$ cat config.mk
export PLATFORM = sky130hd
export DESIGN_NAME = config_stream_loader
export DESIGN_NICKNAME = d
export VERILOG_FILES = /design/src/rtl/config_stream_loader_pkg.sv /design/src/rtl/config_stream_loader.sv
export SDC_FILE = /design/constraint.sdc
export NUM_CORES = 1
export LEC_CHECK = 0
export CORE_MARGIN = 2
export CORE_UTILIZATION = 48
export CTS_CLUSTER_SIZE = 28
export DETAILED_ROUTE_END_ITERATION = 6
export HOLD_SLACK_MARGIN = 0.1
export PLACE_DENSITY = 0.85
export RECOVER_POWER = 100
export SYNTH_ARGS = -nofsm -noshare
export SYNTH_HDL_FRONTEND = slang
export SYNTH_SLANG_ARGS = --single-unit
export TNS_END_PERCENT = 1
$ cat constraint.sdc
create_clock -name clk -period 4.1 [get_ports clk]
set_clock_uncertainty 0.05 [all_clocks]
set_input_delay 0.41 -clock clk [delete_from_list [all_inputs] [get_ports clk]]
set_output_delay 0.41 -clock clk [all_outputs]
set_load 0.01 [all_outputs]
$ cat src/rtl/config_stream_loader_pkg.sv
// Shared widths and helpers for the configuration stream loader.
// Holds the fixed bus widths and the saturating progress increment.
package config_stream_loader_pkg;

   localparam int ADDR_W = 32;
   localparam int PROG_W = 16;

   // Progress never wraps back to zero: it sticks at all-ones.
   function automatic logic [PROG_W-1:0] sat_inc(input logic [PROG_W-1:0] value);
      logic [PROG_W-1:0] result;
      if (value == {PROG_W{1'b1}}) begin
         result = value;
      end else begin
         result = value + 16'd1;
      end
      return result;
   endfunction

endpackage

$ cat src/rtl/config_stream_loader.sv
// Streams configuration words into the fabric's configuration controller,
// assigning flat addresses 0..TOTAL-1 and tracking load progress/completion.
module config_stream_loader
   import config_stream_loader_pkg::*;
#(
   parameter int WIDTH   = 40,
   parameter int STAGES  = 16,
   parameter int LUTSIZE = 6
) (
   input  logic              clk,
   input  logic              reset,
   input  logic              start,
   input  logic [WIDTH-1:0]  data_in,
   input  logic              data_valid,
   output logic              data_ready,
   output logic              wren_out,
   output logic [ADDR_W-1:0] addr_out,
   output logic [WIDTH-1:0]  data_out,
   output logic              busy,
   output logic [PROG_W-1:0] progress,
   output logic              done
);

   localparam int TOTAL = STAGES << LUTSIZE;
   // One spare bit so the counter can represent TOTAL itself.
   localparam int CNT_W = $clog2(TOTAL) + 1;
   localparam logic [CNT_W-1:0] LAST_CNT = CNT_W'(TOTAL - 1);

   typedef enum logic [1:0] {
      ST_IDLE  = 2'd0,
      ST_RUN   = 2'd1,
      ST_FLUSH = 2'd2,
      ST_DONE  = 2'd3
   } state_t;

   state_t             state_r;
   logic [CNT_W-1:0]   count_r;
   logic               wren_r;
   logic [ADDR_W-1:0]  addr_r;
   logic [WIDTH-1:0]   data_r;
   logic [PROG_W-1:0]  progress_r;
   logic               ready_s;
   logic               accept_s;

   assign ready_s  = (state_r == ST_RUN);
   assign accept_s = data_valid && ready_s;

   // Load sequencer: state, word counter and the registered write port.
   always_ff @(posedge clk or negedge reset) begin
      if (!reset) begin
         state_r    <= ST_IDLE;
         count_r    <= '0;
         wren_r     <= 1'b0;
         addr_r     <= '0;
         data_r     <= '0;
         progress_r <= '0;
      end else begin
         case (state_r)
            ST_IDLE, ST_DONE: begin
               wren_r <= 1'b0;
               if (start) begin
                  state_r    <= ST_RUN;
                  count_r    <= '0;
                  progress_r <= '0;
               end
            end
            ST_RUN: begin
               if (accept_s) begin
                  wren_r     <= 1'b1;
                  addr_r     <= ADDR_W'(count_r);
                  data_r     <= data_in;
                  count_r    <= count_r + {{(CNT_W-1){1'b0}}, 1'b1};
                  progress_r <= sat_inc(progress_r);
                  if (count_r == LAST_CNT) begin
                     state_r <= ST_FLUSH;
                  end
               end else begin
                  wren_r <= 1'b0;
               end
            end
            ST_FLUSH: begin
               wren_r  <= 1'b0;
               state_r <= ST_DONE;
            end
            default: begin
               wren_r  <= 1'b0;
               state_r <= ST_IDLE;
            end
         endcase
      end
   end

   assign data_ready = ready_s;
   assign wren_out   = wren_r;
   assign addr_out   = addr_r;
   assign data_out   = data_r;
   assign progress   = progress_r;
   assign busy       = (state_r == ST_RUN) || (state_r == ST_FLUSH);
   assign done       = (state_r == ST_DONE);

endmodule

==> results of run 1 <==
-- cells in the final DEF, fill, tap and decap left out, types with 7 or more instances in the layout --
cell                              instances
sky130_fd_sc_hd__conb_1                  21
sky130_fd_sc_hd__inv_1                    7
sky130_fd_sc_hd__nand2_1                 17
sky130_fd_sc_hd__dfrtp_1                 81
sky130_fd_sc_hd__clkdlybuf4s50_1         42
sky130_fd_sc_hd__nor3_1                   7
sky130_fd_sc_hd__clkbuf_8                11
sky130_fd_sc_hd__dlygate4sd3_1           71
sky130_fd_sc_hd__o21ai_0                  8
sky130_fd_sc_hd__mux2_2                  53
sky130_fd_sc_hd__and3_1                   7
sky130_fd_sc_hd__nand3_1                 13
sky130_fd_sc_hd__nor2_1                   8
-- kinds of logic after synthesis --
group	share of synthesized area, %
simple gates	12.48
flops	53.32
mux	17.41
buf+inv	6.254
compound gates	7.637
fa+ha+maj	1.646
xor+xnor	1.152
other cells	0.09865
-- worst max-delay path by stage --
stage,from,to,cells past startpoint
5_1_grt,state_r[1]$_DFFE_PN0P_,data_out[6]$_DFFE_PN0P_,6
4_1_cts,state_r[1]$_DFFE_PN0P_,data_ready,4
6_report,state_r[1]$_DFFE_PN0P_,data_out[36]$_DFFE_PN0P_,6
3_3_place_gp,data_valid,progress[0]$_DFFE_PN0P_,5
3_5_place_dp,data_valid,progress[0]$_DFFE_PN0P_,5
2_1_floorplan,state_r[0]$_DFFE_PN0P_,count_r[10]$_DFFE_PN0P_,6
-- sequential cells by signal, summed over array words and instances, names as in the netlist --
register,cells
data_out,40
addr_out,11
progress,16
count_r,11
state_r,2
wren_out,1
-- final cells by class --
class	instances	share of cell area, %
clock inverter	4	1.428
sequential	81	39.21
tap	102	2.469
multi-input combinational	214	31.05
clock buffer	12	3.001
inverter	7	0.5082
timing repair buffer	117	22.34
-- where the power goes --
part | leakage [uW] | switching [uW] | internal, uW | total, uW
combinational | 0.00123 | 647 | 716 | 1360
clock | 0.000117 | 282 | 378 | 660
sequential | 0.00103 | 136 | 1060 | 1190
-- synth_stat cells (2+ instances only) --
cell	number	share of area [%]
sky130_fd_sc_hd__a31oi_1	2	0.33
sky130_fd_sc_hd__buf_4	21	4.1
sky130_fd_sc_hd__a211o_1	5	1.2
sky130_fd_sc_hd__nand2_1	17	1.7
sky130_fd_sc_hd__nor4_1	6	0.99
sky130_fd_sc_hd__and3_1	7	1.2
sky130_fd_sc_hd__nor4b_1	4	0.92
sky130_fd_sc_hd__o31ai_1	4	0.79
sky130_fd_sc_hd__buf_1	2	0.20
sky130_fd_sc_hd__nand3b_1	2	0.39
sky130_fd_sc_hd__dfrtp_1	81	53
sky130_fd_sc_hd__nor2_1	7	0.69
sky130_fd_sc_hd__a21oi_1	6	0.79
sky130_fd_sc_hd__ha_1	5	1.6
sky130_fd_sc_hd__mux2i_1	4	1.1
sky130_fd_sc_hd__nor3_1	7	0.92
sky130_fd_sc_hd__nand3_1	13	1.7
sky130_fd_sc_hd__nor2b_1	3	0.49
sky130_fd_sc_hd__or4_1	2	0.39
sky130_fd_sc_hd__inv_1	7	0.69
sky130_fd_sc_hd__or2_2	3	0.49
sky130_fd_sc_hd__nand4_1	4	0.66
sky130_fd_sc_hd__mux2_2	53	16
sky130_fd_sc_hd__a22o_1	6	1.4
sky130_fd_sc_hd__xnor2_1	5	1.2
sky130_fd_sc_hd__o21ai_0	8	1.1
sky130_fd_sc_hd__clkbuf_1	11	1.1
sky130_fd_sc_hd__or2_1	2	0.33
-- worst max-delay path: stages (launching register included) --
cell	delay, ns
sky130_fd_sc_hd__dfrtp_1	0.39
sky130_fd_sc_hd__inv_1	0.10
sky130_fd_sc_hd__ha_1	0.44
sky130_fd_sc_hd__clkbuf_1	0.66
sky130_fd_sc_hd__nand2_1	0.66
sky130_fd_sc_hd__buf_4	0.43
sky130_fd_sc_hd__mux2_2	0.30
-- stage by stage --
step	cells	worst slack [ns]
after floorplan	337	2.012
after global placement	521	1.550
after detailed placement	521	1.430
after CTS	537	1.447
after global routing	537	0.7127
final	537	0.9275
-- layer usage --
metal | up-vias | GRT usage (%) | part of all wire, %
met5 | - | 0 | 0
met4 | 0 | 8.701 | 1.9
met3 | 15 | 3.546 | 6.3
met2 | 109 | 30.98 | 49
met1 | 1368 | 24.33 | 43
li1 | 1340 | - | -
==> results.md, run 1 <==
| Result | Value |
| --- | --- |
| Seq/Total Area, Yosys | 53.32% |
| Endpoint kind of the worst setup timing path | flop |
| Total number of clock tree sinks | 81 |
| Fraction of synthesis flops using an asynchronous set or reset pin | 100.0% |
| Run status | finished, violations left |
| Clock-pin slew on the worst setup and hold paths | 0.08 ns |
| Final Max Tran Viols | 82 |
| Design Power | 3215 uW |
| Count of nets left with antenna violations after detail routing | 0 |
| Vias after detailed routing | 2832 |
| Total of cells resized after clock tree synthesis | 0 |
| Reg-to-reg setup timing slack | 0.93 ns |
| First-pass GRT wire length | 12900 um |
| Count of H-tree levels built during CTS | 3 |
| Number of enable-type register cells in the synthesized netlist | 0 |
| Main synth FF type | sky130_fd_sc_hd__dfrtp_1 |
| Category of the critical setup timing path | flop to flop |
| GPL Wtd Cong | 0.8606 |
| Type of the worst min-delay path | flop to flop |
| Per-cell via count in the routed design | 5.274 |
| # Max-Cap Violations | 1 |
| PortBufs | 114 |
| Final wirelength | 8008 um |
| Antenna diode instance count | 0 |
| Clock buffer depth | 2 |
| Initial DRC count | 110 |
| Detailed-routing iteration count for the pre-antenna-repair pass | 4 |
| Tot GR Track Use | 18.86% |
| CTS buffer count | 9 |
| Maximum number of pins on one net before global-route repair | 82 |
| Capture endpoint of the worst hold path | addr_out[1]$_DFFE_PN0P_ |
| Rel. slew slack | -31.60% |
| HPWL after detailed placement | 5721 um |
| Power density over cell area | 621.9 mW/mm^2 |
| Core footprint | 0.007687 mm^2 |
| Fill cell instance count of the final layout | 602 |
| Post-layout minimum cycle time | 3.172 ns |
| Top-level I/O count | 136 |
| WL per Instance | 14.91 um |
| Setup Total Neg Slack | 0 ns |
| Number of warnings issued by yosys | 0 |
| Worst hold slack after final layout | 0.4355 ns |
| Number of hold-repair buffers added at the cts stage | 0 |
| Violations in the final reports | capacitance limit, slew limit |
| Die extent in x | 92.99 um |
| Post-synthesis sequential element count | 81 |
| Root cell of the clock tree | sky130_fd_sc_hd__clkbuf_8 |
| Share of post-route cells with drive strength above 1 | 17.47% |
| Area of combinational cells with multiple inputs | 0.001605 mm^2 |
| Crit-path max FO | 21 |
| Initial cell density of the core | 49.45% |
| Leakage power | 0.002377 uW |
| Vias in the first global route | 2731 |
| CTS tree | built |
| Net total in the final layout | 479 |
| Data arrival at the endpoint of the critical path | 3.35 ns |
| Number of DRC violations after detailed routing | 0 |
| Post-route clock period utilization | 77.38% |
| Row count | 32 |
| Floorplan die height | 92.99 um |
| Slew at the pin closest to its max-slew limit | 1.974 ns |
| Gate count of the mapped netlist | 317 |
| Remaining global-route overflow | 0 |
| Kind of launch point of the worst setup path | flop |
| Source-to-sink clock delay at the later pin of the worst-skew pair | 0.35 ns |
| Total count of hold-check failures in the final report | 0 |
| RSZ-0062 raised after global routing | no |
| Reg2reg end | data_out[36]$_DFFE_PN0P_ |
| Reg area | 0.002027 mm^2 |
| Synth-to-Final Area Change | 36.01% |
| Hold Startpoint | addr_out[1]$_DFFE_PN0P_ |
| Origin of the critical flop-to-flop path | state_r[1]$_DFFE_PN0P_ |
| Placed instance area | 0.004956 mm^2 |
| Length in cells of the worst reg-to-reg path | 6 |
| Worst VDD drop | 434.9 uV |
| Die ar. | 0.008647 mm^2 |
| Distinct cells, synth | 48 |
| Syn Std Cell Area | 0.003801 mm^2 |
| Per-instance average area after synthesis | 11.99 um^2 |
| Data required time of the worst path | 4.28 ns |
| Highest attainable clock frequency | 315.2 MHz |
| Layout Cell Area excl Fill | 0.005170 mm^2 |
| Antenna violations before repair | 0 |
| Final setup viols | 0 |
| Final core utilization | 67.25% |
| Hold Path Cell Cnt | 2 |
| Buffers inserted during post-CTS setup optimization | 0 |
Note: power is estimated with default switching activity, not from simulation.
==> run 2, diff against run 1 <==
CORE_UTILIZATION = 45   (was 48)
PLACE_DENSITY = 0.8   (was 0.85)
clock period = 2.95 ns   (was 4.1 ns; I/O delays follow)
==> results.md, run 2 (synthesis results as in run 1) <==
| Result | Value | Change |
| --- | --- | --- |
| Highest routed metal layer | met4 |  |
| PortBufs | 114 | unchanged |
| Pre-CTS WS | 0.7196 ns | -0.7108 ns |
| Number of hold-repair buffers added at the cts stage | 0 | unchanged |
| Final Max Tran Viols | 82 | unchanged |
| RSZ-0062 raised after global routing | no |  |
| First-pass GRT wire length | 13190 um | +2.2% |
| Worst hold slack after final layout | 0.4182 ns | -0.01730 ns |
| Initial DRC count | 154 | +40% |
| CTS tree | built |  |
| Total count of hold-check failures in the final report | 0 | unchanged |
| Die extent in x | 95.91 um | +3.1% |
| Number of DRC violations after detailed routing | 0 | unchanged |
| Length in cells of the worst reg-to-reg path | 6 | unchanged |
| Endpoint kind of the worst setup timing path | primary output |  |
| Worst-path cell chain | inv_1 > ha_1 > buf_4 > dlygate4sd3_1 |  |
| Setup Total Neg Slack | 0 ns | unchanged |
| Row count | 33 | +3.1% |
| GPL Wtd Cong | 0.8872 | +3.1% |
| Remaining global-route overflow | 0 | unchanged |
| Per-cell via count in the routed design | 5.348 | +1.4% |
| Critical-path cell with the highest stage delay | sky130_fd_sc_hd__dlygate4sd3_1 |  |
| Die ar. | 0.009198 mm^2 | +6.4% |
| Data required time of the worst path | 2.61 ns | -1.67 ns |
| Initial cell density of the core | 46.26% | -3.2 points |
| Antenna violations before repair | 0 | unchanged |
| HPWL after detailed placement | 5864 um | +2.5% |
| Share of power burned in registers | 38.2% | +1.1 points |
| Final wirelength | 8239 um | +2.9% |
| Sw frac | 34.15% | +1.0 points |
| Amount of wire on met3 after detailed routing | 646 um | +29% |
| Buffers inserted during post-CTS setup optimization | 0 | unchanged |
| Origin of the critical flop-to-flop path | state_r[1]$_DFFE_PN0P_ |  |
| Detail Route met2 WL | 4080 um | +4.4% |
| Fill cell instance count of the final layout | 686 | +14% |
| Routed length on met1 | 3319 um | -3.6% |
| Maximum number of pins on one net before global-route repair | 82 | unchanged |
| Top cell family by delay on the critical path | buffers and inverters |  |
| Type of the worst min-delay path | input pin to asynchronous set/reset pin |  |
| Leakage power | 0.002370 uW | -0.30% |
| Total of cells resized after clock tree synthesis | 0 | unchanged |
| Highest attainable clock frequency | 402.1 MHz |  |
| Vias after detailed routing | 2888 | +2.0% |
| Post-route clock period utilization | 84.29% |  |
| Synth-to-Final Area Change | 35.19% |  |
| Delay of the slowest cell on the worst path | 0.64 ns | -0.02 ns |
| Max reg flops | 40 | unchanged |
| Net total in the final layout | 480 | +0.21% |
| Worst path bufs/invs | 3 | unchanged |
| CTS buffer count | 9 | unchanged |
| Data arrival at the endpoint of the critical path | 2.14 ns | -1.21 ns |
| Int Power | 2862 uW | +33% |
| Placed instance area | 0.004980 mm^2 | +0.48% |
| Source-to-sink clock delay at the later pin of the worst-skew pair | 0.35 ns | about the same |
| Crit-path max FO | 26 | +24% |
| Root cell of the clock tree | sky130_fd_sc_hd__clkbuf_8 |  |
| Vias in the first global route | 2849 | +4.3% |
| Run status | finished, violations left |  |
| Count of H-tree levels built during CTS | 3 | unchanged |
| Most common cell after layout, fill and taps aside | sky130_fd_sc_hd__dfrtp_1 |  |
| Detailed-routing iteration count for the pre-antenna-repair pass | 4 | unchanged |
| Worst VDD drop | 452.5 uV | +4.0% |
| Core footprint | 0.008217 mm^2 | +6.9% |
| Most used cells in the layout excluding fill and tap cells | 81 x sky130_fd_sc_hd__dfrtp_1, 71 x sky130_fd_sc_hd__dlygate4sd3_1, 53 x sky130_fd_sc_hd__mux2_2 |  |
| Floorplan die height | 95.91 um | +3.1% |
| Rel. slew slack | -29.85% | +1.7 points |
| WL per Instance | 15.26 um | +2.3% |
| Category of the critical setup timing path | flop to primary output |  |
| Post-layout minimum cycle time | 2.487 ns |  |
| Reg-to-reg setup timing slack | 0.54 ns | -0.39 ns |
| Tot GR Track Use | 18.78% | -0.081 points |
| Clock power frac | 17.7% | -2.8 points |
| Count of nets left with antenna violations after detail routing | 0 | unchanged |
| Share of post-route cells with drive strength above 1 | 17.70% | +0.23 points |
| # Max-Cap Violations | 1 | unchanged |
| Kind of launch point of the worst setup path | flop |  |
| Net load switching power | 1484 uW | +39% |
| Clock buffer depth | 2 | unchanged |
| Antenna diode instance count | 0 | unchanged |
| Layout Cell Area excl Fill | 0.005139 mm^2 | -0.61% |
| Violations in the final reports | capacitance limit, slew limit |  |
| Reg2reg end | progress[9]$_DFFE_PN0P_ |  |
| Smallest setup slack after layout | 0.4633 ns | -0.4642 ns |
| Clock-pin slew on the worst setup and hold paths | 0.08 ns | about the same |
| Top-level I/O count | 136 | unchanged |
| Power density over cell area | 845.6 mW/mm^2 | +36% |
| Final setup viols | 0 | unchanged |
| Total number of clock tree sinks | 81 | unchanged |
| Slew at the pin closest to its max-slew limit | 1.948 ns | -0.02623 ns |
| Comb power frac | 44.1% | +1.7 points |
| Design Power | 4345 uW | +35% |
-- run 2: area by class of cell --
type	instances	area, um^2	area share [%]
sequential	81	2027	39.44
multi-input combinational	214	1597	31.07
timing repair buffer	118	1175	22.86
tap	105	131.4	2.557
clock buffer	9	123.9	2.411
clock inverter	6	58.81	1.144
inverter	7	26.28	0.5113
-- run 2: worst max path at each step --
stage	startpoint	to	slack, ns	cells after the start
CTS	state_r[1]$_DFFE_PN0P_	data_ready	0.48	4
finish	state_r[1]$_DFFE_PN0P_	data_ready	0.46	4
floorplan	state_r[0]$_DFFE_PN0P_	count_r[10]$_DFFE_PN0P_	0.86	6
global placement	data_valid	progress[0]$_DFFE_PN0P_	0.79	5
global route	state_r[1]$_DFFE_PN0P_	progress[9]$_DFFE_PN0P_	0.34	6
detailed placement	data_valid	count_r[10]$_DFFE_PN0P_	0.72	5
-- run 2: through the flow --
stage	utilization, %	instances
3_5_place_dp	60.61	525
4_1_cts	62.83	540
3_3_place_gp	60.61	525
2_1_floorplan	-	337
6_report	62.54	540
5_1_grt	62.54	540
-- run 2: power by group through the flow --
stage / Sequential [uW] / Clock (uW) / Combinational (uW)
final: 1660 / 771 / 1920
after CTS: 1680 / 798 / 2120
after global placement: 1670 / 0 / 2050
after detailed placement: 1700 / 0 / 2110
after floorplan: 1830 / 0 / 955
after global routing: 1710 / 853 / 2080
-- run 2: metal layers --
layer	global-route usage, %	vias to the layer above
li1	-	1337
met5	0	-
met4	10.00	0
met2	32.05	127
met3	3.837	15
met1	22.27	1409
